File: config.mk
export PLATFORM = sky130hd
export DESIGN_NAME = serial_pattern_ctrl
export DESIGN_NICKNAME = d
export VERILOG_FILES = /design/src/rtl/serial_pattern_ctrl.sv
export SDC_FILE = /design/constraint.sdc
export NUM_CORES = 1
export LEC_CHECK = 0
export CORE_ASPECT_RATIO = 1.75
export CORE_MARGIN = 5
export CORE_UTILIZATION = 50
export DETAILED_ROUTE_END_ITERATION = 12
export GPL_TIMING_DRIVEN = 0
export PLACE_DENSITY = 0.76
export SYNTH_ARGS = -nofsm -noshare
export SYNTH_HDL_FRONTEND = slang
export SYNTH_SLANG_ARGS = --single-unit
export TNS_END_PERCENT = 50
File: constraint.sdc
create_clock -name clk -period 2.3 [get_ports clk]
set_input_delay 0.46 -clock clk [delete_from_list [all_inputs] [get_ports clk]]
set_output_delay 0.46 -clock clk [all_outputs]
set_load 0.02 [all_outputs]
File: src/rtl/serial_pattern_ctrl.sv
// serial_pattern_ctrl
//   Accepts bytes over a valid/ready handshake and shifts them MSB-first,
//   one bit per clock, through a programmable 4-bit overlapping pattern
//   matcher. Counts matches (saturating) and raises a sticky interrupt when
//   the count reaches a programmable threshold.
//
// Ports
//   clk          clock, rising edge
//   rst          asynchronous, active-high reset
//   cfg_we       config write strobe (honoured only while idle)
//   cfg_seq      pattern, bit 3 is matched first in time
//   cfg_thresh   match count that raises irq (0 disables irq)
//   in_valid     producer has a byte
//   in_data      byte, shifted MSB first
//   in_ready     byte accepted this cycle (high exactly while idle)
//   busy         high while shifting
//   match_pulse  one-cycle pulse per completed match
//   match_cnt    matches since reset/config, saturating
//   irq          sticky threshold interrupt
//   irq_clr      clears irq (a same-edge set wins)
//
// state | meaning
// ------+-----------------------------------------------
// IDLE  | ready for a byte or a config write
// SHIFT | feeding the held byte into the window, 1 bit/clk

module serial_pattern_ctrl #(
  parameter int WIDTH = 8,
  parameter int CNT_W = 8
) (
  input  logic             clk,
  input  logic             rst,
  input  logic             cfg_we,
  input  logic [3:0]       cfg_seq,
  input  logic [CNT_W-1:0] cfg_thresh,
  input  logic             in_valid,
  input  logic [WIDTH-1:0] in_data,
  output logic             in_ready,
  output logic             busy,
  output logic             match_pulse,
  output logic [CNT_W-1:0] match_cnt,
  output logic             irq,
  input  logic             irq_clr
);

  localparam int BC_W = $clog2(WIDTH);
  localparam logic [BC_W-1:0] BC_LAST = BC_W'(WIDTH - 1);
  localparam logic [CNT_W-1:0] CNT_MAX = '1;

  typedef enum logic {IDLE, SHIFT} state_t;

  state_t state, state_next;

  logic [WIDTH-1:0] sr;
  logic [BC_W-1:0]  bit_cnt;
  logic [3:0]       win;
  logic [2:0]       fill;
  logic [3:0]       pat;
  logic [CNT_W-1:0] thr;

  logic             load;
  logic             cfg_load;
  logic             shift_en;

  logic [3:0]       win_next;
  logic [2:0]       fill_next;
  logic [CNT_W-1:0] cnt_plus;
  logic             hit;
  logic             cnt_inc;
  logic             irq_set;

  // state register
  always_ff @(posedge clk or posedge rst) begin
    if (rst) state <= IDLE;
    else     state <= state_next;
  end

  // next state and handshake outputs
  always_comb begin
    state_next = state;
    in_ready   = 1'b0;
    busy       = 1'b0;
    load       = 1'b0;
    cfg_load   = 1'b0;
    shift_en   = 1'b0;
    case (state)
      IDLE: begin
        in_ready = 1'b1;
        if (in_valid) begin
          load       = 1'b1;
          state_next = SHIFT;
        end else if (cfg_we) begin
          cfg_load = 1'b1;
        end
      end
      SHIFT: begin
        busy     = 1'b1;
        shift_en = 1'b1;
        if (bit_cnt == '0) state_next = IDLE;
      end
      default: state_next = IDLE;
    endcase
  end

  // The match decision looks at the window as it will be after this edge,
  // so the pulse and the count land on the edge that shifts in the last bit.
  always_comb begin
    win_next  = {win[2:0], sr[WIDTH-1]};
    fill_next = (fill == 3'd4) ? 3'd4 : fill + 3'd1;
    cnt_plus  = match_cnt + CNT_W'(1);
    hit       = shift_en && (fill_next == 3'd4) && (win_next == pat);
    cnt_inc   = hit && (match_cnt != CNT_MAX);
    // only a real increment can reach thr, so a saturated counter never re-arms irq
    irq_set   = cnt_inc && (thr != '0) && (cnt_plus == thr);
  end

  always_ff @(posedge clk or posedge rst) begin
    if (rst) begin
      sr          <= '0;
      bit_cnt     <= '0;
      win         <= 4'b0000;
      fill        <= 3'd0;
      pat         <= 4'b0110;
      thr         <= '0;
      match_cnt   <= '0;
      match_pulse <= 1'b0;
      irq         <= 1'b0;
    end else begin
      match_pulse <= hit;

      if (load) begin
        sr      <= in_data;
        bit_cnt <= BC_LAST;
      end else if (cfg_load) begin
        pat  <= cfg_seq;
        thr  <= cfg_thresh;
        win  <= 4'b0000;
        fill <= 3'd0;
      end else if (shift_en) begin
        win     <= win_next;
        sr      <= sr << 1;
        fill    <= fill_next;
        bit_cnt <= bit_cnt - BC_W'(1);
      end

      if (cfg_load)     match_cnt <= '0;
      else if (cnt_inc) match_cnt <= cnt_plus;

      if (cfg_load)     irq <= 1'b0;
      else if (irq_set) irq <= 1'b1;
      else if (irq_clr) irq <= 1'b0;
    end
  end

endmodule

==> metrics.cfg <==
[run_status]
outcome=completed

[cts]
cts_setup_buffers=0
h-tree-depth=2
cts_resized=0
ctsLongestPathBuffers=2
clock-sinks=40
clk-insertion-delay-late_ns=0.29
tritoncts=yes
cts_root_buf=clkbuf_8
cts_hold_buf=0
cts_buffers=5
clk_pin_slew_ns=0.08

[floorplanning]
pin_count=37
core-area_um2=4150
placementRows=31
start_util_pct=51.97
die_w_um=59.65
die_area_um2=5779
die_y_um=96.89

[global_route]
grtUsageTotal_pct=18.14
grt_antenna_before_repair=0
grt_pass1_vias=1832
overflow=0
grt_max_degree=41
grt_pass1_wl_um=8217

[placement]
place.gp.congestion=0.7783
port_buffers=36
post-dp-hpwl_um=3602
dpl_cell_area_um2=2579
dp_slack_ns=-0.07426

[drt]
route.detailed.drc=0
antenna_left=0
vias=1782
detail_route.first_pass.iterations=4
dr.first_iter.drc_count=51
wl_um=4806
viasPerCell=5.466
wl_per_cell_um=14.74

[worst_setup_path]
cp_cell_sequence=inv_1 > ha_1 > and3b_1 > o221ai_2 > nor3_4 > buf_6 > nor2_2 > mux2_4
worstPathMaxFanout=10
arrival_ns=2.34
critPathSlowestCell=dfrtp_1
path_class=flop to flop
start_kind=flop
slowest_delay_ns=0.42
worstPathRequired_ns=2.48
endpoint_kind=flop

[sta]
maxSlewViolCount=0
fin_skew_ns=0.01099
setup_viol_count_final=0
fmax_mhz=463.3
tightest_slew_ns=0.8191
hold_viol=0
period_minus_slack_ns=2.158
setup_ws_ns=0.1416
fin_hold_ws_ns=0.4725
fin_crit_sh_pct=93.85
relSlewSlack_pct=45.31
rsz0062_at_grt=false

[yosys]
synth_cell_types=44
avgSynthCellArea_um2=9.258
syn-cell-area_um2=2157
synthCells=233
ys_seq_area_share_pct=46.52
ys_ff_latch=40
synth_fp_nets=263
synth_warnings=0

[finish]
fillerInstances=363
drive_gt1_share_pct=9.386
final_nets=306
diodes=0
area_delta_synth_final_pct=24.54
fin_util_pct=64.73
design_area_um2=2686

[power]
p_leak_nw=1.188
vdd_drop_max_v=0.0006962
p_per_area_nw_per_um2=1289

[worst_hold_path]
min_path_type=flop to flop

[job]
cap_violations=0

==> cell type report <==
type,count,area [um^2],area share [%]
buffer,12,66.31,2.469
clock buffer,6,72.57,2.701
clock inverter,2,35.03,1.304
inverter,11,41.29,1.537
multi-input combinational,170,1046,38.94
sequential,40,1003,37.35
tap,49,61.31,2.282
timing repair buffer,36,360.3,13.41
==> flip-flops by register name, indices dropped and copies added, names as in the netlist <==
register	cells
win	3
fill	3
pat	4
irq	1
match_pulse	1
thr	8
match_cnt	8
sr	8
state	1
bit_cnt	3
==> Yosys cell counts <==
master | n | share of area, %
nor2_1 | 5 | 0.87
and2_1 | 1 | 0.29
o221ai_2 | 1 | 0.70
buf_1 | 1 | 0.17
a31o_1 | 1 | 0.41
o211ai_1 | 1 | 0.35
nor3_4 | 1 | 0.75
a2bb2oi_1 | 1 | 0.41
a22oi_1 | 1 | 0.35
ha_1 | 5 | 2.9
nand4_1 | 2 | 0.58
nor3b_1 | 1 | 0.35
a22o_1 | 1 | 0.41
nand2_1 | 63 | 11
dfrtp_1 | 38 | 44
nand2b_1 | 3 | 0.87
nand3_1 | 6 | 1.4
or3_1 | 1 | 0.29
a21oi_1 | 6 | 1.4
o2111ai_1 | 1 | 0.41
or2_1 | 1 | 0.29
mux2i_1 | 13 | 6.0
dfstp_2 | 2 | 2.4
and4b_1 | 1 | 0.46
inv_2 | 1 | 0.17
mux2_4 | 1 | 0.70
xnor2_1 | 15 | 6.1
nor4_1 | 2 | 0.58
and4_4 | 2 | 1.0
nor3b_2 | 1 | 0.58
buf_2 | 5 | 1.2
buf_6 | 2 | 1.0
xor2_1 | 2 | 0.81
mux2_1 | 1 | 0.52
inv_1 | 10 | 1.7
and3b_1 | 1 | 0.41
nor2_4 | 1 | 0.52
nor2_2 | 1 | 0.29
a31oi_1 | 1 | 0.29
o21ai_1 | 5 | 1.2
nor3_1 | 7 | 1.6
o21ai_0 | 13 | 3.0
o22a_1 | 1 | 0.41
clkbuf_1 | 4 | 0.70
==> stage by stage <==
| step | power, mW | instances | TNS, ns |
|---|---|---|---|
| after floorplan | 2.405 | 233 | 0 |
| after global placement | 2.843 | 318 | -0.08153 |
| after detailed placement | 2.913 | 318 | -0.07426 |
| after CTS | 3.489 | 326 | 0 |
| after global routing | 3.738 | 326 | 0 |
| final | 3.462 | 326 | 0 |
==> layer usage <==
| layer | global-route usage [%] | up-vias | routed length, um |
|---|---|---|---|
| li1 | - | 866 | - |
| met1 | 20.17 | 841 | 1794 |
| met2 | 30.92 | 57 | 2592 |
| met3 | 3.995 | 18 | 255 |
| met4 | 9.044 | 0 | 164 |
| met5 | 0 | - | 0 |
==> final timing paths <==
kind | start | to | slack [ns] | cells after the start
max | fill[0]$_DFFE_PP0P_ | match_cnt[0]$_DFFE_PP0P_ | 0.14 | 8
min | pat[2]$_DFFE_PP1P_ | pat[2]$_DFFE_PP1P_ | 0.47 | 2
max reg2reg | fill[0]$_DFFE_PP0P_ | match_cnt[0]$_DFFE_PP0P_ | 0.14 | 8
min reg2reg | pat[2]$_DFFE_PP1P_ | pat[2]$_DFFE_PP1P_ | 0.47 | 2
max in group asynchronous | rst | state$_DFF_PP0_ | 1.13 | 2
min in group asynchronous | rst | thr[0]$_DFFE_PP0P_ | 0.65 | 2
==> worst max-delay path, delay by kind of cell, from the launching register on <==
kind / cells / cell delay [ns]
fa+ha+maj: 1 / 0.34
mux: 1 / 0.25
flops: 1 / 0.42
buf+inv: 2 / 0.28
simple gates: 3 / 0.64
compound gates: 1 / 0.12
==> where the power goes <==
part,internal [mW],switching (mW)
logic,0.748,0.827
clock network,0.322,0.250
registers,1.01,0.302
total,2.08,1.38
==> cell families after synthesis <==
family | Yosys count | synth area share (%)
compound gates | 33 | 9.281
buf+inv | 23 | 4.988
flops | 40 | 46.52
simple gates | 100 | 22.16
xor+xnor | 17 | 6.903
mux | 15 | 7.250
fa+ha+maj | 5 | 2.900
==> placed cells by master (no fill, tap or decap), drive strengths merged, types with 2 or more instances in the layout <==
cell	netlist	final
a21oi	6	6
xnor2	15	15
clkbuf	4	10
nand3	6	6
dfrtp	38	38
nor4	2	2
nor3	8	8
mux2i	13	13
nand4	2	2
mux2	2	2
inv	11	11
and4	2	2
nand2b	3	3
buf	8	8
nand2	63	63
nor3b	2	2
dfstp	2	2
o21ai	18	18
xor2	2	2
nor2	7	7
clkdlybuf4s50	0	36
ha	5	5
Power figures use the tool's default switching activity.
